`src/rtl/mem_arbiter.sv`:
```
// Two-requester arbiter sharing the CPU RAM port with one secondary (DMA) master.
// Optional DMA bursts are built when MEM_ARB_BURST_EN is defined.
module mem_arbiter #(
    parameter int unsigned MAX_WAIT  = 4,
    parameter int unsigned BURST_MAX = 4
) (
    input  logic        clk,
    input  logic        reset,

    input  logic [15:0] cpu_addr,
    input  logic [15:0] cpu_wdata,
    input  logic        cpu_we,
    input  logic        cpu_re,
    input  logic        cpu_be,
    output logic        cpu_wait,
    output logic [15:0] cpu_rdata,

    input  logic        dma_req,
    input  logic        dma_we,
    input  logic        dma_be,
    input  logic        dma_lock,
    input  logic [15:0] dma_addr,
    input  logic [15:0] dma_wdata,
    output logic        dma_gnt,
    output logic        dma_rvalid,
    output logic [15:0] dma_rdata,

    output logic [15:0] ram_addr,
    output logic [15:0] ram_wdata,
    output logic        ram_we,
    output logic        ram_re,
    output logic        ram_be,
    input  logic [15:0] ram_rdata
);

    typedef enum logic [0:0] {
        OwnCpu,
        OwnDma
    } owner_e;

    localparam logic [3:0] WaitLimit = 4'(MAX_WAIT);
    localparam logic [3:0] BeatLast  = 4'(BURST_MAX - 1);

    owner_e     owner_q, owner_d;
    logic [3:0] wait_cnt_q, wait_cnt_d;
    logic       dma_rvalid_q, dma_rvalid_d;

    logic       cpu_busy;
    logic       dma_beat;
    logic       grant_start;
    logic       hold_grant;

    assign cpu_busy = cpu_re | cpu_we;
    assign dma_beat = (owner_q == OwnDma) & dma_req;

`ifdef MEM_ARB_BURST_EN
    logic [3:0] beat_cnt_q, beat_cnt_d;

    // A locked beat keeps the port only while the burst has beats left.
    assign hold_grant = dma_beat & dma_lock & (beat_cnt_q < BeatLast);

    always_comb begin
        beat_cnt_d = beat_cnt_q;
        if (grant_start) begin
            beat_cnt_d = '0;
        end else if (dma_beat) begin
            beat_cnt_d = beat_cnt_q + 4'd1;
        end
    end

    always_ff @(posedge clk) begin
        if (reset) begin
            beat_cnt_q <= '0;
        end else begin
            beat_cnt_q <= beat_cnt_d;
        end
    end
`else
    logic unused_burst;

    assign unused_burst = ^{dma_lock, BeatLast};
    assign hold_grant   = 1'b0;
`endif

    // Ownership and starvation counter.
    always_comb begin
        owner_d     = owner_q;
        wait_cnt_d  = wait_cnt_q;
        grant_start = 1'b0;
        unique case (owner_q)
            OwnCpu: begin
                if (dma_req && (!cpu_busy || wait_cnt_q == WaitLimit)) begin
                    owner_d     = OwnDma;
                    grant_start = 1'b1;
                    wait_cnt_d  = '0;
                end else if (!dma_req) begin
                    wait_cnt_d = '0;
                end else if (wait_cnt_q < WaitLimit) begin
                    wait_cnt_d = wait_cnt_q + 4'd1;
                end
            end
            OwnDma: begin
                // Never re-granted on the same edge, so the CPU always gets a cycle.
                if (!hold_grant) begin
                    owner_d = OwnCpu;
                end
                if (!dma_req) begin
                    wait_cnt_d = '0;
                end
            end
            default: begin
                owner_d    = OwnCpu;
                wait_cnt_d = '0;
            end
        endcase
    end

    assign dma_rvalid_d = dma_beat & ~dma_we;

    always_ff @(posedge clk) begin
        if (reset) begin
            owner_q      <= OwnCpu;
            wait_cnt_q   <= '0;
            dma_rvalid_q <= 1'b0;
        end else begin
            owner_q      <= owner_d;
            wait_cnt_q   <= wait_cnt_d;
            dma_rvalid_q <= dma_rvalid_d;
        end
    end

    // Port mux: the CPU path is purely combinational so it sees no added latency.
    always_comb begin
        ram_addr  = cpu_addr;
        ram_wdata = cpu_wdata;
        ram_we    = cpu_we;
        ram_re    = cpu_re;
        ram_be    = cpu_be;
        cpu_wait  = 1'b0;
        dma_gnt   = 1'b0;
        if (owner_q == OwnDma) begin
            ram_addr  = dma_addr;
            ram_wdata = dma_wdata;
            ram_we    = dma_req & dma_we;
            ram_re    = dma_req & ~dma_we;
            ram_be    = dma_be;
            cpu_wait  = cpu_busy;
            dma_gnt   = 1'b1;
        end
    end

    assign cpu_rdata  = ram_rdata;
    assign dma_rdata  = ram_rdata;
    assign dma_rvalid = dma_rvalid_q;

endmodule

```
`config.mk`:
```
export PLATFORM = sky130hd
export DESIGN_NAME = mem_arbiter
export DESIGN_NICKNAME = d
export VERILOG_FILES = /design/src/rtl/mem_arbiter.sv
export SDC_FILE = /design/constraint.sdc
export NUM_CORES = 1
export LEC_CHECK = 0
export CORE_AREA = 2 2 62 64
export CTS_CLUSTER_DIAMETER = 200
export DETAILED_ROUTE_END_ITERATION = 16
export DIE_AREA = 0 0 64 66
export DONT_BUFFER_PORTS = 1
export PLACE_DENSITY = 0.43
export SYNTH_ARGS = -nofsm -noshare
export SYNTH_HDL_FRONTEND = slang
export SYNTH_SLANG_ARGS = --single-unit
```
`constraint.sdc`:
```
create_clock -name clk -period 1.5 [get_ports clk]
set_input_delay 0.375 -clock clk [delete_from_list [all_inputs] [get_ports clk]]
set_output_delay 0.375 -clock clk [all_outputs]
set_load 0.005 [all_outputs]
```
==> impl_metrics.toml, run 1 <==
[synthesis]
synth_area_leaders = "mux2_2 37%, buf_4 26%, dfxtp_1 12%"
netlist_area_sq_um = 994.7
ys_ff_latch = 6
synth.distinct_cells = 25
yosysSeqAreaShare = 0.1208
syn-num-nets = 198
yosysWarnings = 0
yosys.area.top_type = "mux2_2"
syn-instance-count = 107
synth.top_cell.area_share = 0.3736
synth_area_per_cell_sq_um = 9.296

[sta]
hold_viol = 0
skew_ns = 0.001161
setup_viol = 29
timing.fmax_ghz = 0.6499
finalWorstSetupSlack_ns = -0.03872
rsz0062_at_grt = "true"
slew_violations = 0
relSlewSlack = 0.8217
worst_slew_pin_slew_ns = 0.2659
setup_tns_ns = -0.5551
period_needed_ns = 1.539
final.period_utilization = 1.026

[clocking]
clkSlewWorstSetupHoldPaths_ns = 0.05
cts_max_level = 1
cts_tree = "done"
cts_buffers = 3
cts_buffer_depth = 2
clock_sinks = 6
postCtsHoldBufs = 0
cts_setup_buffers = 0
clock_latency_ns = 0.25
root_buffer = "clkbuf_4"

[setup_path]
r2r_slack_ns = 0.24
crit_path_end_kind = "output port"
cp_max_fo = 24
crit_chain = "buf_12 > mux2_2"
crit_slowest_cell = "mux2_2"
cp_data_arrival_time_ns = 1.16
critical-path-max-stage-delay_ns = 0.37
worstPathRequired_ns = 1.12
cp_top_family = "multiplexers"
worst-path-buf-inv = 1
crit_type = "reg2out"
cp-start-kind = "flop"

[place]
finalWeightedCongestion = 0.6584
postPlaceCellArea_sq_um = 814.5
io_buffers = 0
dp_hpwl_microns = 1833
dpl.cell_count = 119

[power]
p_leak_nw = 0.2894
p_total_mw = 0.4493
power_density_mw_per_mm2 = 525.8
ir_drop_mv = 0.3248

[global_route]
grt_pass1_vias = 520
grt_pass1_wl_microns = 2615
grt_usage = 0.08402
grt_max_degree = 25
gr-total-overflow = 0
antenna_found_initial = 0

[run_status]
status = "complete, but fails checks"
violations = "setup timing"

[finish]
multi_input_area_sq_um = 593.1
fin_area_sq_um = 854.6
layout-drive-gt1-share = 0.5811
seq_area_sq_um = 123.9
stdcell_count = 122
nets = 167
finish.utilization = 0.2407
num_antenna_cells = 0
nFillCells = 373
area_delta_synth_final_pct = -14.09

[floorplanning]
die_w_microns = 64
core_area_sq_mm = 0.003551
fp.dieArea_sq_mm = 0.004224
chipHeight_microns = 66
rows = 22
pin_count = 159
start_util = 0.2801

[route]
via_per_inst = 5.213
drt_wl_total_microns = 2191
drt-initial-drc-count = 3
ant_nets = 0
wl_per_cell_microns = 17.96
drc = 0
firstDrtPassIters = 2
vias = 636

[run]
drv_cap = 0

[min_path]
hold_path.class = "in2reg"
-- report_power, final --
group	switching, mW	internal, mW
registers	0.00341	0.162
clock network	0.0667	0.0911
logic	0.0535	0.0728
-- timing repair --
action / CTS / global route
gates resized for setup: 4 / 1
hold endpoints to repair: 0 / 0
setup endpoints to repair: 33 / 33
-- area by class of cell --
class                           count  share of cell area
Multi-Input combinational cell     59              0.6940
Inverter                            4             0.01757
Clock buffer                        3             0.02635
Sequential cell                     6              0.1449
Timing Repair Buffer                2             0.04685
Tap cell                           48             0.07028
-- logic make-up (layout without fill, tap and decap cells) --
group                      Yosys count  count (layout)  share of synthesized area
AOI/OAI and AO/OA                    7               7                    0.05534
adders and majority gates            2               2                    0.02515
buffers and inverters               42               9                     0.2981
DFF                                  6               6                     0.1208
muxes                               33              33                     0.3736
and+or+nand+nor                     17              17                     0.1270
-- metrics by stage --
step | setup slack (ns) | hold slack [ns]
floorplan | 0.1084 | 0.4622
global placement | 0.2200 | 0.4787
detailed placement | 0.2112 | 0.4846
CTS | -0.03961 | 0.2290
global route | -0.05430 | 0.2364
finish | -0.03872 | 0.2309
-- registers in the layout, indices dropped and copies added, names as in the netlist --
register,count
dma_rvalid,1
wait_cnt_q,4
owner_q,1
-- layer usage --
layer | vias to the layer above | part of all wire | GRT usage
met2 | 73 | 0.48 | 0.1263
met1 | 279 | 0.34 | 0.09407
li1 | 279 | - | -
met3 | 5 | 0.16 | 0.03748
met4 | 0 | 0.022 | 0.05978
met5 | - | 0 | 0
-- cell usage after synthesis, drive strengths merged --
cell    number
buf         38
o22ai        1
nand2b       1
or2          1
nand3b       2
and3b        1
ha           2
mux2        33
or3          1
or3b         1
nor4b        1
nor2b        1
and2         1
and4b        1
nand2        4
o31ai        1
o32ai        3
nand3        1
dfxtp        6
a21oi        1
o21ai        1
inv          4
and4bb       1
-- worst reg2reg max path, cell delays in order (launching register included) --
cell and delay, ns:
dfxtp_4 0.35, buf_12 0.16, or3_4 0.40, o31ai_2 0.09, o32ai_1 0.13
-- cell usage in the layout, fill, tap and decap left out, types with 2 or more instances in the layout --
master,count
ha_1,2
mux2_2,29
nand3b_1,2
buf_12,2
dfxtp_1,5
inv_1,4
nand2_1,4
clkbuf_4,3
mux2_4,4
o32ai_1,3
-- final timing paths --
kind	cells after the start	startpoint	to
max	2	owner_q$_SDFF_PP0_	ram_wdata[8]
min	1	reset	wait_cnt_q[0]$_SDFFE_PP0P_
max reg2reg	4	owner_q$_SDFF_PP0_	wait_cnt_q[0]$_SDFFE_PP0P_
min reg2reg	2	wait_cnt_q[1]$_SDFFE_PP0P_	wait_cnt_q[1]$_SDFFE_PP0P_
(Power assumes the default switching activity.)
==> run 2: changes to the inputs <==
- TNS_END_PERCENT: unset -> 10
==> run 2 against run 1 <==
Compared with the run above: the flow still finishes with violations (setup timing); via count stayed put; total power unchanged; sequential power barely moved; combinational power is essentially flat; routed wire length did not move; critical path depth unchanged; hold slack did not move; critical endpoint unchanged; largest cell class unchanged.
==> impl_metrics.toml, run 2 (synthesized netlist as in run 1, its figures left out) <==
[run_status]
status = "complete, but fails checks"
violations = "setup timing"

[setup_path]
cp_max_fo = 24
startpoint = "owner_q$_SDFF_PP0_"
cp_data_arrival_time_ns = 1.16
crit_path_end_kind = "output port"
r2r_start = "owner_q$_SDFF_PP0_"
crit_slowest_cell = "mux2_2"
cp-start-kind = "flop"
worstPathRequired_ns = 1.12
worst-path-buf-inv = 1
crit_chain = "buf_12 > mux2_2"
critical-path-max-stage-delay_ns = 0.37
crit_type = "reg2out"
cp_top_family = "multiplexers"

[route]
drt-initial-drc-count = 3
firstDrtPassIters = 2
drt_wl_total_microns = 2191
ant_nets = 0
via_per_inst = 5.213
vias = 636
wl_per_cell_microns = 17.96
drc = 0

[sta]
skew_ns = 0.001161
setup_viol = 29
timing.fmax_ghz = 0.6499
worst_slew_pin_slew_ns = 0.2659
period_needed_ns = 1.539
hold_viol = 0
slew_violations = 0
final.period_utilization = 1.026
relSlewSlack = 0.8217
rsz0062_at_grt = "true"
finalWorstSetupSlack_ns = -0.03872

[place]
dp_hpwl_microns = 1833
io_buffers = 0
finalWeightedCongestion = 0.6584

[clocking]
cts_buffer_depth = 2
root_buffer = "clkbuf_4"
cts_tree = "done"
clock_latency_ns = 0.25
cts_max_level = 1
clkSlewWorstSetupHoldPaths_ns = 0.05
clock_sinks = 6
postCtsHoldBufs = 0
cts_buffers = 3

[global_route]
grt_pass1_vias = 520
grt_pass1_wl_microns = 2615
gr-total-overflow = 0
grt_max_degree = 25
antenna_found_initial = 0
grt_usage = 0.08402

[power]
p_total_mw = 0.4493
ir_drop_mv = 0.3248
p_leak_nw = 0.2894
power_density_mw_per_mm2 = 525.8

[floorplanning]
start_util = 0.2801
die_w_microns = 64
fp.dieArea_sq_mm = 0.004224
pin_count = 159
rows = 22
chipHeight_microns = 66
core_area_sq_mm = 0.003551

[finish]
area_delta_synth_final_pct = -14.09
final_cell_mix = "29 x mux2_2, 5 x dfxtp_1, 4 x inv_1, 4 x mux2_4, 4 x nand2_1"
nets = 167
largest_register = "wait_cnt_q"
largest_reg_flops = 4
finish.utilization = 0.2407
layout-drive-gt1-share = 0.5811
nFillCells = 373
num_antenna_cells = 0
layout_commonest_cell = "mux2_2"

[min_path]
hold_start = "reset"
hold_path.class = "in2reg"

[run]
drv_cap = 0
==> run 2: cell counts in the layout (fill, tap and decap cells not counted) <==
No cell type changed its count.
==> run 2: report_power, final <==
part,internal (mW),switching [mW]
Sequential,0.162,0.00341
Clock,0.0911,0.0667
Combinational,0.0728,0.0535
==> run 2: worst paths after layout <==
path	endpoint	slack (ns)	cells after the start
setup / recovery	ram_wdata[8]	-0.04	2
hold / removal	wait_cnt_q[0]$_SDFFE_PP0P_	0.23	1
setup reg to reg	wait_cnt_q[0]$_SDFFE_PP0P_	0.24	4
hold reg to reg	wait_cnt_q[1]$_SDFFE_PP0P_	0.49	2
==> run 2: per-layer routing <==
layer  vias up  share of wire  track usage
li1        279              -            -
met2        73           0.48       0.1263
met3         5           0.16      0.03748
met5         -              0            0
met4         0          0.022      0.05978
met1       279           0.34      0.09407
==> run 2: repair_timing <==
item                                   in CTS  in global routing
setup endpoints to repair                  33                 33
cloned                                      0                  0
endpoints found under the hold margin       0                  0
buffers inserted                            0                  0
gates resized for setup                     4                  1
==> run 2: stage by stage <==
stage	setup TNS [ns]	instance area (sq um)	hold WS (ns)	instances	worst slack, ns
after global routing	-1.081	854.6	0.2364	122	-0.05430
after detailed placement	0	814.5	0.4846	119	0.2112
after floorplan	0	994.7	0.4622	107	0.1084
final	-0.5551	854.6	0.2309	122	-0.03872
after global placement	0	814.5	0.4787	119	0.2200
after CTS	-0.7016	850.8	0.2290	122	-0.03961
==> run 2: final cells by class <==
type                       instances  area (sq um)  area share
inverter                           4         15.01     0.01757
tap                               48         60.06     0.07028
timing repair buffer               2         40.04     0.04685
clock buffer                       3         22.52     0.02635
multi-input combinational         59         593.1      0.6940
sequential                         6         123.9      0.1449
